[src/rtl/halt_pkg.sv]
// Shared types and constants for the halt/trap sequencer.
//   state_e  : sequencer states (RUN, DRAIN, REPORT, DONE)
//   cause_e  : halt cause encoding reported to the simulation wrapper
//   INST_EBREAK / HALT_CODE_BAD : trap instruction word and error return code
package halt_pkg;

    typedef enum logic [1:0] {
        ST_RUN    = 2'd0,
        ST_DRAIN  = 2'd1,
        ST_REPORT = 2'd2,
        ST_DONE   = 2'd3
    } state_e;

    typedef enum logic [1:0] {
        CAUSE_EBREAK  = 2'd0,
        CAUSE_ILLEGAL = 2'd1,
        CAUSE_TIMEOUT = 2'd2
    } cause_e;

    localparam logic [31:0] INST_EBREAK   = 32'h0010_0073;
    localparam logic [31:0] HALT_CODE_BAD = 32'hFFFF_FFFF;

endpackage

[src/rtl/halt_txn_counter.sv]
// Outstanding memory transaction counter.
//   clk_i, rst_i : clock, asynchronous active-high reset
//   req_i        : request accepted this cycle (+1)
//   resp_i       : response returned this cycle (-1)
//   empty_o      : count after this cycle's update is zero
//   ovf_o        : request while already at MAX_OUT (count holds)
//   unf_o        : response while at zero (count holds)
module halt_txn_counter #(
    parameter int unsigned MAX_OUT = 4
) (
    input  logic clk_i,
    input  logic rst_i,
    input  logic req_i,
    input  logic resp_i,
    output logic empty_o,
    output logic ovf_o,
    output logic unf_o
);

    localparam int unsigned CNT_W = $clog2(MAX_OUT + 1);

    logic [CNT_W-1:0] cnt_q;
    logic [CNT_W-1:0] cnt_d;
    logic             full_c;
    logic             zero_c;

    assign full_c = (cnt_q == CNT_W'(MAX_OUT));
    assign zero_c = (cnt_q == '0);
    assign ovf_o  = req_i & ~resp_i & full_c;
    assign unf_o  = resp_i & ~req_i & zero_c;

    // Up/down update; simultaneous req+resp cancels, illegal moves hold.
    always_comb begin
        cnt_d = cnt_q;
        if (req_i && !resp_i && !full_c) begin
            cnt_d = cnt_q + CNT_W'(1);
        end else if (resp_i && !req_i && !zero_c) begin
            cnt_d = cnt_q - CNT_W'(1);
        end
    end

    // Look-ahead so a final response can release the drain in the same cycle.
    assign empty_o = (cnt_d == '0);

    always_ff @(posedge clk_i or posedge rst_i) begin
        if (rst_i) begin
            cnt_q <= '0;
        end else begin
            cnt_q <= cnt_d;
        end
    end

endmodule

[src/rtl/halt_ctrl.sv]
// Halt/trap sequencer: detects ebreak, all-zero instruction or commit
// watchdog timeout, stalls fetch, drains outstanding memory traffic and
// presents a single halt report to the simulation wrapper.
//   clock, reset        : clock, asynchronous active-high reset
//   commit_*            : retiring instruction word / PC, valid strobe
//   gpr_a0              : x10, return code source for ebreak
//   mem_req_fire/resp   : memory request / response handshakes
//   halt_ack            : wrapper consumed the report
//   stall_fetch         : high whenever not in RUN
//   halt_valid/cause/code/pc : halt report (valid only in REPORT)
//   done                : sequence finished, sticky until reset
module halt_ctrl
    import halt_pkg::*;
#(
    parameter int unsigned XLEN    = 64,
    parameter int unsigned WDOG_W  = 20,
    parameter int unsigned MAX_OUT = 4
) (
    input  logic            clock,
    input  logic            reset,
    input  logic            commit_valid,
    input  logic [31:0]     commit_inst,
    input  logic [XLEN-1:0] commit_pc,
    input  logic [XLEN-1:0] gpr_a0,
    input  logic            mem_req_fire,
    input  logic            mem_resp_fire,
    input  logic            halt_ack,
    output logic            stall_fetch,
    output logic            halt_valid,
    output logic [1:0]      halt_cause,
    output logic [31:0]     halt_code,
    output logic [XLEN-1:0] halt_pc,
    output logic            done
);

    state_e            state_q,   state_d;
    logic [WDOG_W-1:0] wdog_q,    wdog_d;
    logic [WDOG_W-1:0] wdog_inc;
    logic [XLEN-1:0]   last_pc_q, last_pc_d;
    cause_e            cause_q,   cause_d;
    logic [31:0]       code_q,    code_d;
    logic [XLEN-1:0]   pc_q,      pc_d;

    logic txn_empty;
    logic txn_ovf;
    logic txn_unf;
    logic unused_a0_hi;

    assign unused_a0_hi = ^gpr_a0[XLEN-1:32];

    halt_txn_counter #(
        .MAX_OUT (MAX_OUT)
    ) u_txn (
        .clk_i   (clock),
        .rst_i   (reset),
        .req_i   (mem_req_fire),
        .resp_i  (mem_resp_fire),
        .empty_o (txn_empty),
        .ovf_o   (txn_ovf),
        .unf_o   (txn_unf)
    );

    assign wdog_inc = wdog_q + WDOG_W'(1);

    // Next-state, watchdog and report capture.
    always_comb begin
        state_d   = state_q;
        wdog_d    = wdog_q;
        last_pc_d = last_pc_q;
        cause_d   = cause_q;
        code_d    = code_q;
        pc_d      = pc_q;

        case (state_q)
            ST_RUN: begin
                if (commit_valid) begin
                    // Any commit clears the watchdog, so a trap on the expiry cycle wins.
                    wdog_d    = '0;
                    last_pc_d = commit_pc;
                    if (commit_inst == INST_EBREAK) begin
                        cause_d = CAUSE_EBREAK;
                        code_d  = gpr_a0[31:0];
                        pc_d    = commit_pc;
                        state_d = ST_DRAIN;
                    end else if (commit_inst == 32'h0) begin
                        cause_d = CAUSE_ILLEGAL;
                        code_d  = HALT_CODE_BAD;
                        pc_d    = commit_pc;
                        state_d = ST_DRAIN;
                    end
                end else begin
                    wdog_d = wdog_inc;
                    if (wdog_inc == '1) begin
                        cause_d = CAUSE_TIMEOUT;
                        code_d  = HALT_CODE_BAD;
                        pc_d    = last_pc_q;
                        state_d = ST_DRAIN;
                    end
                end
            end
            ST_DRAIN: begin
                if (txn_empty) begin
                    state_d = ST_REPORT;
                end
            end
            ST_REPORT: begin
                if (halt_ack) begin
                    state_d = ST_DONE;
                end
            end
            ST_DONE: begin
                state_d = ST_DONE;
            end
            default: begin
                state_d = ST_RUN;
            end
        endcase
    end

    always_ff @(posedge clock or posedge reset) begin
        if (reset) begin
            state_q   <= ST_RUN;
            wdog_q    <= '0;
            last_pc_q <= '0;
            cause_q   <= CAUSE_EBREAK;
            code_q    <= '0;
            pc_q      <= '0;
        end else begin
            state_q   <= state_d;
            wdog_q    <= wdog_d;
            last_pc_q <= last_pc_d;
            cause_q   <= cause_d;
            code_q    <= code_d;
            pc_q      <= pc_d;
        end
    end

    assign stall_fetch = (state_q != ST_RUN);
    assign halt_valid  = (state_q == ST_REPORT);
    assign done        = (state_q == ST_DONE);
    assign halt_cause  = cause_q;
    assign halt_code   = code_q;
    assign halt_pc     = pc_q;

    // Memory protocol violations: the counter holds, but these must never happen.
    a_no_txn_ovf: assert property (@(posedge clock) disable iff (reset) !txn_ovf);
    a_no_txn_unf: assert property (@(posedge clock) disable iff (reset) !txn_unf);

endmodule

[config.mk]
export PLATFORM = sky130hd
export DESIGN_NAME = halt_ctrl
export DESIGN_NICKNAME = d
export VERILOG_FILES = /design/src/rtl/halt_pkg.sv /design/src/rtl/halt_txn_counter.sv /design/src/rtl/halt_ctrl.sv
export SDC_FILE = /design/constraint.sdc
export NUM_CORES = 1
export LEC_CHECK = 0
export CORE_MARGIN = 1
export CORE_UTILIZATION = 30
export CTS_CLUSTER_DIAMETER = 120
export DETAILED_ROUTE_END_ITERATION = 6
export GPL_TIMING_DRIVEN = 0
export HOLD_SLACK_MARGIN = 0.03
export PLACE_DENSITY = 0.54
export SLEW_MARGIN = 20
export SYNTH_ARGS = -nofsm -noshare
export SYNTH_HDL_FRONTEND = slang
export SYNTH_SLANG_ARGS = --single-unit
[constraint.sdc]
create_clock -name clock -period 5.5 [get_ports clock]
set_input_delay 0.55 -clock clock [delete_from_list [all_inputs] [get_ports clock]]
set_output_delay 0.55 -clock clock [all_outputs]
set_load 0.1 [all_outputs]
# Yosys cells after proc, flatten, opt, wreduce, memory -nomap -nowiden
# Cells that the tools add are included.
# word_totals
ff_bits	187
input_bits	166
elab_cells	59
# op_classes
add_sub_neg	3
eq_ne	11
muxes	21
n_reduce_logical	17
# op_table
operator	n
2-to-1 mux 64 bit	4
2-to-1 mux 32 bit	4
== test 32 x 21 -> 1 bit, second input constant	1
zero test 32 bit	1
adder 20 x 1 -> 20 bit, second input constant	1
== test 20 bit, second input constant	1
2-to-1 mux 20 bit	1
2-to-1 mux 2 bit	9
one-hot mux 2 bit (4 select lines)	1
zero test 3 bit	2
2-to-1 mux 3 bit	2
== test 2 bit, second input constant	2
logical AND 1 bit	4
zero test 1 bit	4
inequality test 2 bit, second input constant	2
inequality test 4 bit, second input constant	1
AND reduction 4 bit	1
nonzero test 2 bit	2
adder 3 x 1 -> 3 bit, second input constant	1
== test 3 bit, second input constant	1
inequality test 3 x 1 -> 1 bit, second input constant	1
inequality test 3 bit, second input constant	1
AND reduction 3 bit	1
subtractor 3 x 1 -> 3 bit, second input constant	1
other kinds (3)	3

# Depth between registers and ports, before layout
# depth
depth_word	8
depth_mapped	12
mapped_depth_nobuf	9

# By module
# A second synthesis with hierarchy kept.
# hier_totals
hier_cells	795
area_unflattened_um2	8612.0
# by_module_without_submodules
module	n_inst	cells_per_inst	area_each_um2
halt_ctrl	1	760	8282.9
halt_txn_counter	1	35	329.1

# Worst setup path before layout
# No wires, ideal clock.
# synth_timing
path_type	register to register
startpoint	register wdog_q[9]
endpoint	register pc_q[36] (netlist: halt_pc[36])
setup_ps	128
arrival_time_ps	2398
required_time_ps	5372
setup_slack_ps	2974
stages_incl_launch_ff	10
n_path_buf	2
period_less_slack_ps	2526
cell_sequence	dfrtp_1 -> nand4_2 -> or4_4 -> nor4_1 -> o21ba_2 -> or3_1 -> buf_6 -> buf_8 -> nand3_2 -> o211ai_2
# synth_between
elab_chain_cells	4
# synth_lines
element	line	source
start: declaration	halt_ctrl.sv:37	logic [WDOG_W-1:0] wdog_q, wdog_d;
start signal: assignment	halt_ctrl.sv:130	wdog_q <= wdog_d;
adder 20 x 1 -> 20 bit	halt_ctrl.sv:63	assign wdog_inc = wdog_q + WDOG_W'(1);
== test 20 bit	halt_ctrl.sv:93	if (wdog_inc == '1) begin
nonzero test 2 bit (no line)	-	
AND reduction 3 bit (no line)	-	
end signal: assignment	halt_ctrl.sv:134	pc_q <= pc_d;
end: declaration	halt_ctrl.sv:42	logic [XLEN-1:0] pc_q, pc_d;
# Every way passes these cells.
# A chain may end at the register's enable or synchronous reset.

# Worst setup path in the final report
# layout_timing
startpoint	register state_q[1]
endpoint	output port stall_fetch
# layout_between
elab_chain_cells	1
# layout_lines
element	line	source
start: declaration	halt_ctrl.sv:36	state_e state_q, state_d;
start signal: assignment	halt_ctrl.sv:129	state_q <= state_d;
nonzero test 2 bit	halt_ctrl.sv:138	assign stall_fetch = (state_q != ST_RUN);
end: declaration	halt_ctrl.sv:28	output logic stall_fetch,
# Every way passes these cells.

==> qor.csv <==
stage,metric,value,unit
critical_path,cell depth of the worst setup path,5,
timing,f_max,255,MHz
synth,share of synthesized registers carrying an async set or reset,1.00,
die,Core ar.,28900,sq um
global_route,gr usage total,0.174,
global_route,pin count of the biggest net entering global routing,30,
synth,Ys Warns,0,
die,die width,174,microns
cts,Post CTS Setup Buffer Count,0,
route,DRT iter0 DRCs,343,
die,Starting Density,0.308,
timing,Final Hold Fails,0,
job,Max-Cap Viols,0,
synth,post-synthesis average cell area,10.6,sq um
synth,register area share after synthesis,0.526,
die,I/O pins,267,
critical_path,startpoint class of the critical path,flip-flop,
cts,PostCTS Resize Cnt,0,
synth,Mapped Cells,838,
pwr,Static Leak,0.00557,uW
pwr,clock share of power,0.382,
global_route,first-pass GRT wire length,41700,microns
cts,CTS max path bufs,2,
cts,H-tree depth,4,
pwr,Gate power share,0.152,
die,DIE HEIGHT,174,microns
critical_path,slowest stage cell on the critical path,clkdlybuf4s50_1,
pwr,switching pwr,918,uW
layout,Finished Layout Cells,1497,
timing,Setup-failing EPs final,0,
cts,worst skew pair latency,0.44,ns
cts,clock-pin transition on the worst setup and hold timing paths,0.08,ns
route,drt pass-1 iters,5,
route,"antenna viol nets, final",0,
min_path,HP Class,input port to asynchronous set/reset pin,
placed_design,I/O Buffers,234,
cts,hold buffer count at cts,0,
critical_path,Critical Path AT,3.38,ns
critical_path,Setup CP Type,flip-flop to primary output,
synth,Synth Flop Type,dfrtp_1,
cts,CTS tree,built,
timing,crit share post-route,0.714,
cts,CTS sink cnt,187,
critical_path,Max stage delay on crit path,1.26,ns
timing,Slew @ Worst Pin,1.06,ns
pwr,switching fraction of total power,0.288,
placed_design,Placed Cells,1463,
critical_path,Buf/Inv on CP,4,
timing,RSZ-0062 raised after global routing,false,
run_status,status,"finished, final reports clean",
die,die area,30400,sq um
cts,CTS root buf,clkbuf_16,
timing,Max Transition Viols Final,0,
timing,Worst Skew,0.0223,ns
route,wire per inst,17.3,microns
critical_path,Worst Setup End Kind,primary output,
global_route,initial antenna violation count,2,
pwr,Int Pwr,2270,uW
timing,Tmin final,3.93,ns
synth,synthesized area,8900,sq um
critical_path,cell family with most CP delay,buffers and inverters,
placed_design,DP HPWL,18800,microns
route,final wirelength,25900,microns
critical_path,reg2reg path depth,11,
timing,Setup TNS Final,0,ns
synth,post-synthesis register bit count,187,
route,Vias/cell,4.84,
global_route,GRT overflow,0,
route,drt drc,0,
layout,share of layout cells above drive strength 1,0.140,
synth,Mapped Nets,1009,
timing,relative slew slack,0.289,
layout,final core occ,0.430,
placed_design,routability cong.,0.856,
pwr,sequential power share,0.466,
pwr,PwrDens,256,nW/um^2
global_route,vias in the first global route,7347,
route,Vias,7244,
critical_path,crit-path cells,nor2_1 > inv_1 > clkbuf_1 > buf_1 > clkdlybuf4s50_1,
layout,Fill cells,2805,
cts,total CTS buffers,17,
layout,final net count,1269,
synth,Post-synth EDFFs,0,
layout,Layout area overhead,39.8,%
critical_path,Worst EP required,4.95,ns
die,cell row count,62,
pwr,worst-case vdd ir drop,0.000135,V
critical_path,critical path peak fanout,10,
synth,count of different cell masters after synthesis,69,
## layout make-up
class / count / area [sq um] / area share
multi-input cells: 546 / 3750 / 0.301
flip-flops and latches: 187 / 4680 / 0.376
clock buffers: 19 / 443 / 0.0356
inverters: 43 / 165 / 0.0133
diodes: 2 / 5.00 / 0.000402
clock inverters: 13 / 134 / 0.0108
plain buffers: 62 / 310 / 0.0249
repair buffers: 241 / 2480 / 0.199
well taps: 384 / 480 / 0.0386
## routing by layer
metal | GRT usage | routed length [microns] | share of wire
met5 | 0 | 0 | 0
met4 | 0.0428 | 271 | 0.010
met3 | 0.0510 | 1700 | 0.066
met2 | 0.280 | 12400 | 0.48
met1 | 0.229 | 11500 | 0.45
## layout by cell type, fill, tap and decap left out, types with 4 or more instances in the layout
cell / count
o211a_1: 27
o22a_1: 32
a31oi_1: 6
buf_12: 7
ha_1: 5
nor2_1: 19
inv_1: 42
o211ai_1: 7
mux2_2: 28
nand3_2: 29
nand4b_1: 4
nand2b_1: 30
clkbuf_1: 41
a21oi_1: 16
a21o_1: 4
nand4_1: 9
or3_1: 29
buf_2: 12
clkdlybuf4s50_1: 234
dfrtp_1: 187
nor4_1: 10
nor2b_1: 4
nand2_1: 114
and2_1: 6
clkbuf_16: 17
o211ai_2: 29
nand3_1: 18
mux2i_1: 4
clkinv_4: 5
o21ai_0: 60
nor3_1: 8
## tightest hold or removal path: stages
cell             delay, ns
clkdlybuf4s50_1       0.44
clkinvlp_4            0.10
buf_12                0.20
## worst paths after layout
kind | start | end | slack [ns]
max reg2reg | wdog_q[1] | halt_pc[0] | 2.19
max | state_q[1] | stall_fetch | 1.57
min reg2reg | halt_pc[13] | halt_pc[13] | 0.50
min | reset | halt_code[12] | 0.48
min in group clock | halt_pc[13] | halt_pc[13] | 0.50
max in group asynchronous | reset | last_pc_q[51] | 3.94
## cell families after synthesis
family          share of synthesized area
xor+xnor                          0.00197
fa+ha+maj                         0.00703
simple gates                        0.184
compound gates                      0.188
flops                               0.526
buf+inv                            0.0530
mux                                0.0399
## Yosys cell counts (7+ instances only)
cell | count | share of area
buf_2 | 12 | 0.0067
nand4_1 | 9 | 0.0063
a21oi_1 | 16 | 0.0090
or3_1 | 29 | 0.020
nand3_1 | 18 | 0.010
o22a_1 | 32 | 0.031
nor3_1 | 8 | 0.0045
nor4_1 | 10 | 0.0070
inv_1 | 43 | 0.018
mux2_2 | 28 | 0.035
o211ai_2 | 29 | 0.041
nand2_1 | 114 | 0.048
clkbuf_1 | 40 | 0.017
o211a_1 | 27 | 0.030
nor2_1 | 19 | 0.0080
nand3_2 | 29 | 0.033
o211ai_1 | 7 | 0.0059
o21ai_0 | 60 | 0.034
nand2b_1 | 30 | 0.021
dfrtp_1 | 187 | 0.53
## power by group through the flow
| stage | sequential [uW] | clock (uW) | combinational (uW) |
|---|---|---|---|
| floorplan | 1600 | 0 | 194 |
| finish | 1480 | 1220 | 485 |
| detailed placement | 1510 | 0 | 490 |
| CTS | 1490 | 1260 | 493 |
| global route | 1500 | 1310 | 528 |
| global placement | 1510 | 0 | 472 |
## state kept, by name, indices dropped and copies added, names as in the netlist
name         flops
u_txn.cnt_q      3
halt_pc         64
halt_cause       2
halt_code       32
state_q          2
last_pc_q       64
wdog_q          20
## stage by stage
step | hold WS (ns) | total power, uW | setup WS [ns] | instance area [sq um]
floorplan | 0.481 | 1800 | 2.54 | 8910
global placement | 0.475 | 1980 | 0.716 | 11700
detailed placement | 0.483 | 2000 | 1.45 | 11900
CTS | 0.478 | 3240 | 1.54 | 12400
global route | 0.493 | 3340 | 1.38 | 12500
finish | 0.478 | 3190 | 1.57 | 12500
(Power assumes the default switching activity.)
